==> config.mk <==
export PLATFORM = sky130hd
export DESIGN_NAME = serial_alu_ctrl
export DESIGN_NICKNAME = d
export VERILOG_FILES = /design/src/rtl/serial_alu_ctrl.sv
export SDC_FILE = /design/constraint.sdc
export NUM_CORES = 1
export LEC_CHECK = 0
export CAP_MARGIN = 20
export CORE_MARGIN = 2
export CORE_UTILIZATION = 30
export DETAILED_ROUTE_END_ITERATION = 12
export DONT_BUFFER_PORTS = 1
export PLACE_DENSITY_LB_ADDON = 0.12
export SYNTH_ARGS = -nofsm -noshare
export SYNTH_HDL_FRONTEND = slang
export SYNTH_SLANG_ARGS = --single-unit
export TNS_END_PERCENT = 30
==> constraint.sdc <==
create_clock -name clk -period 1.8 [get_ports clk]
set_input_delay 0.18 -clock clk [delete_from_list [all_inputs] [get_ports clk]]
set_output_delay 0.18 -clock clk [all_outputs]
set_load 0.005 [all_outputs]
==> src/rtl/serial_alu_ctrl.sv <==
// Bit-serial sequencer for a 1-bit ALU slice: streams a WIDTH-bit operand pair LSB first,
// threads the slice carry/borrow back into cin and reassembles the result.
module serial_alu_ctrl #(
  parameter int WIDTH = 64,
  parameter int CNT_W = 7
) (
  input  logic             clk,
  input  logic             rst_n,
  input  logic             start,
  input  logic [WIDTH-1:0] op_a,
  input  logic [WIDTH-1:0] op_b,
  input  logic [3:0]       opcode,
  output logic             busy,
  output logic             done,
  output logic [WIDTH-1:0] result,
  output logic             carry_out,
  output logic             zero,
  output logic             slice_a,
  output logic             slice_b,
  output logic             slice_cin,
  output logic [3:0]       slice_opcode,
  input  logic [1:0]       slice_out,
  output logic [1:0]       dbg_state
);

  // Handshake: start is sampled only while busy=0 (IDLE or the single DONE cycle);
  // busy stays high for WIDTH cycles, then done pulses for one cycle with result valid.
  typedef enum logic [1:0] {
    IDLE = 2'd0,
    RUN  = 2'd1,
    DONE = 2'd2
  } state_t;

  localparam logic [CNT_W-1:0] LAST = CNT_W'(WIDTH - 1);

  state_t           state;
  logic [WIDTH-1:0] a_sr;
  logic [WIDTH-1:0] b_sr;
  logic [WIDTH-1:0] res_sr;
  logic             carry;
  logic [CNT_W-1:0] cnt;
  logic [WIDTH-1:0] res_next;

  assign res_next  = {slice_out[0], res_sr[WIDTH-1:1]};
  assign slice_a   = (state == RUN) & a_sr[0];
  assign slice_b   = (state == RUN) & b_sr[0];
  assign slice_cin = (state == RUN) & carry;
  assign dbg_state = state;

  always_ff @(posedge clk or negedge rst_n) begin
    if (!rst_n) begin
      state        <= IDLE;
      busy         <= 1'b0;
      done         <= 1'b0;
      result       <= '0;
      carry_out    <= 1'b0;
      zero         <= 1'b0;
      a_sr         <= '0;
      b_sr         <= '0;
      res_sr       <= '0;
      carry        <= 1'b0;
      cnt          <= '0;
      slice_opcode <= 4'b0000;
    end else begin
      done <= 1'b0;
      case (state)
        IDLE, DONE: begin
          if (start) begin
            a_sr         <= op_a;
            b_sr         <= op_b;
            slice_opcode <= opcode;
            cnt          <= '0;
            carry        <= 1'b0;
            busy         <= 1'b1;
            state        <= RUN;
          end else begin
            state <= IDLE;
          end
        end
        RUN: begin
          res_sr <= res_next;
          carry  <= slice_out[1];
          a_sr   <= a_sr >> 1;
          b_sr   <= b_sr >> 1;
          cnt    <= cnt + CNT_W'(1);
          // The last bit is captured straight into the visible outputs on this edge.
          if (cnt == LAST) begin
            state     <= DONE;
            busy      <= 1'b0;
            done      <= 1'b1;
            result    <= res_next;
            carry_out <= slice_out[1];
            zero      <= (res_next == '0);
          end
        end
        default: begin
          state <= IDLE;
          busy  <= 1'b0;
        end
      endcase
    end
  end

endmodule

==> impl_metrics.py <==
metrics = {
    "synth": {
        "seq_area_frac_synth_pct": 62.7,
        "netlist.area_leader.share_pct": 62.7,
        "synthTopCellsByArea": "dfrtp_1, nand2_1, a22oi_1",
        "ys.flop_type": "dfrtp_1",
        "syn_avg_cell_area_um2": 10.4,
        "synth.net_count": 1181,
        "async_reset_ff_share_pct": 100,
        "synthCells": 1043,
        "ys_types": 27,
        "synthTopCellsByCount": "nand2_1, dfrtp_1, a22oi_1",
        "ys_seq_elements": 273,
        "yosysMostFrequentCell": "nand2_1",
        "yosysWarningCount": 0,
        "syn_area_um2": 10900,
        "synth_largest_area_cell": "dfrtp_1",
        "synth_edf_count": 0,
    },
    "critical_path": {
        "arrival_ps": 2170,
        "criticalPathCategory": "reg2reg",
        "cp-startpoint": "cnt[0]",
        "worstPathRequired_ps": 2190,
        "end_kind": "register",
        "reg2reg_from": "cnt[0]",
        "crit_fanout": 50,
        "start_kind": "register",
    },
    "die": {
        "start_util_pct": 30.6,
        "dieArea_um2": 37900,
        "core_um2": 35700,
        "die_x_um": 195,
        "die_y_um": 195,
        "rows": 69,
        "ioPinCount": 214,
    },
    "pwr": {
        "power_density_nw_per_um2": 1340,
        "power_leakage_nw": 6.92,
        "peakVddDrop_mv": 0.844,
    },
    "sta": {
        "drv_slew": 0,
        "worstMarginPinSlew_ps": 940,
        "timing.final.crit_share_pct": 98.7,
        "relSlewSlack_pct": 37.3,
        "rsz0062_at_grt": "true",
        "setup_viol": 0,
        "hold_slack_ps": -630,
        "timing.fmax_mhz": 563,
        "finalHoldViolations": 273,
        "clock_skew_ps": 17.3,
        "min_period_ps": 1780,
    },
    "finish": {
        "layoutNonFillerInstCount": 1672,
        "n_antenna_cell": 0,
        "layout-drive-gt1-share_pct": 12.2,
        "final_core_util_pct": 39.8,
        "fin_nets": 1324,
        "syn2layout_area_growth_pct": 30.1,
    },
    "worst_hold_path": {
        "hold_class": "in2async",
    },
    "clock_network": {
        "insertion_delay_ps": 510,
        "htree_levels": 2,
        "cts_sinks": 273,
        "cts_tree": "done",
        "cts_buffers": 34,
        "clk_pin_slew_worst_paths_ps": 60,
        "max-clock-path-buffers": 3,
        "hold_buffers": 134,
        "clockRootBuffer": "clkbuf_16",
    },
    "detailed_routing": {
        "vias": 7900,
        "post_drt_wl_per_cell_um": 16.8,
        "drt_iter0_markers": 378,
        "drt.antenna.violating_nets": 0,
        "wirelength_um": 28100,
        "firstDrtPassIters": 4,
        "via_per_inst": 4.72,
        "route.detailed.drc": 0,
    },
    "global_route": {
        "grt_overflow_total": 0,
        "track_usage_pct": 15.1,
        "grt_max_degree": 274,
        "antenna_found_initial": 0,
        "grt_pass1_vias": 8347,
        "grt_pass1_wl_um": 46300,
    },
    "outcome": {
        "status": "finished with violations",
        "violations": "hold timing",
    },
    "job": {
        "cap_violations": 0,
    },
    "place": {
        "dp_cells": 1469,
        "gp_congestion": 0.709,
        "place_hpwl_um": 16500,
        "portBuffers": 0,
    },
}
[placed cells by master, fill, tap and decap left out, types with 4 or more instances in the layout]
master,Yosys,routed
mux2_1,20,20
clkinv_2,0,4
a22oi_1,126,126
dlygate4sd3_1,0,134
buf_4,1,25
a22o_1,4,4
nand2_1,459,459
nand4_1,6,6
clkbuf_8,0,13
buf_12,0,10
mux2_2,46,46
o21ai_0,6,6
clkbuf_16,0,36
dfrtp_1,273,273
clkbuf_1,18,6
nor4_1,17,17
[cell families after synthesis]
logic type,synth area share [%]
flops,62.7
mux,6.82
fa+ha+maj,0.115
simple gates,18.0
compound gates,9.55
buf+inv,2.81
[worst paths after layout]
kind	to	slack (ps)	depth (start not counted)
min in group clk	dbg_state[0]	120	2
max reg2reg	result[22]	20	5
min reg2reg	a_sr[7]	470	2
max	result[22]	20	5
min	result[23]	-630	0
max in group asynchronous	b_sr[22]	1640	0
[registers in the layout, summed over array words and instances (netlist names)]
signal and count:
a_sr 64, b_sr 64, busy 1, carry 1
carry_out 1, cnt 7, dbg_state 2, done 1
res_sr 63, result 64, slice_opcode 4, zero 1
[area by class of cell]
| type | count | area (µm²) |
|---|---|---|
| fillers | 3497 | 21500 |
| flip-flops and latches | 273 | 6830 |
| multi-input cells | 704 | 3790 |
| repair buffers | 173 | 1850 |
| clock buffers | 54 | 1080 |
| well taps | 461 | 577 |
| clock inverters | 7 | 43.8 |
[layer usage]
layer,global-route usage (%),wire (µm)
met1,20.0,12900
met2,24.1,13100
met3,4.16,1660
met4,4.16,532
met5,0,0
[stage by stage]
step / setup WS (ps) / power (W) / TNS (ps) / hold slack (ps) / cell area [µm²]
6_report: 24.1 / 0.0190 / 0 / -630 / 14200
5_1_grt: -84.5 / 0.0204 / -3440 / -664 / 14200
4_1_cts: 18.0 / 0.0194 / 0 / -663 / 14200
3_5_place_dp: 27.8 / 0.0121 / 0 / -110 / 11600
3_3_place_gp: 53.8 / 0.0121 / 0 / -110 / 11600
2_1_floorplan: 111 / 0.0112 / 0 / -116 / 10900
[power breakdown]
| group | internal, W | leakage (nW) | switching, W |
|---|---|---|---|
| clock network | 0.00410 | 0.552 | 0.00261 |
| logic | 0.00161 | 2.83 | 0.00145 |
| registers | 0.00797 | 3.53 | 0.00131 |
[what timing repair did]
| item | 4_1_cts | 5_1_grt |
|---|---|---|
| resized for setup | 0 | 4 |
| endpoints found under the hold margin | 409 | 273 |
| cloned | 3 | 0 |
| setup endpoints to repair | 3 | 69 |
| buffers inserted | 5 | 0 |
| pin swaps | 0 | 1 |
[worst max-delay path, stage by stage, from the launching register on]
cell	delay, ps
dfrtp_1	380
ha_1	190
nand4b_1	170
nor3_4	200
clkbuf_16	310
mux2_2	370
No activity file was read; power rests on OpenSTA's default activity.
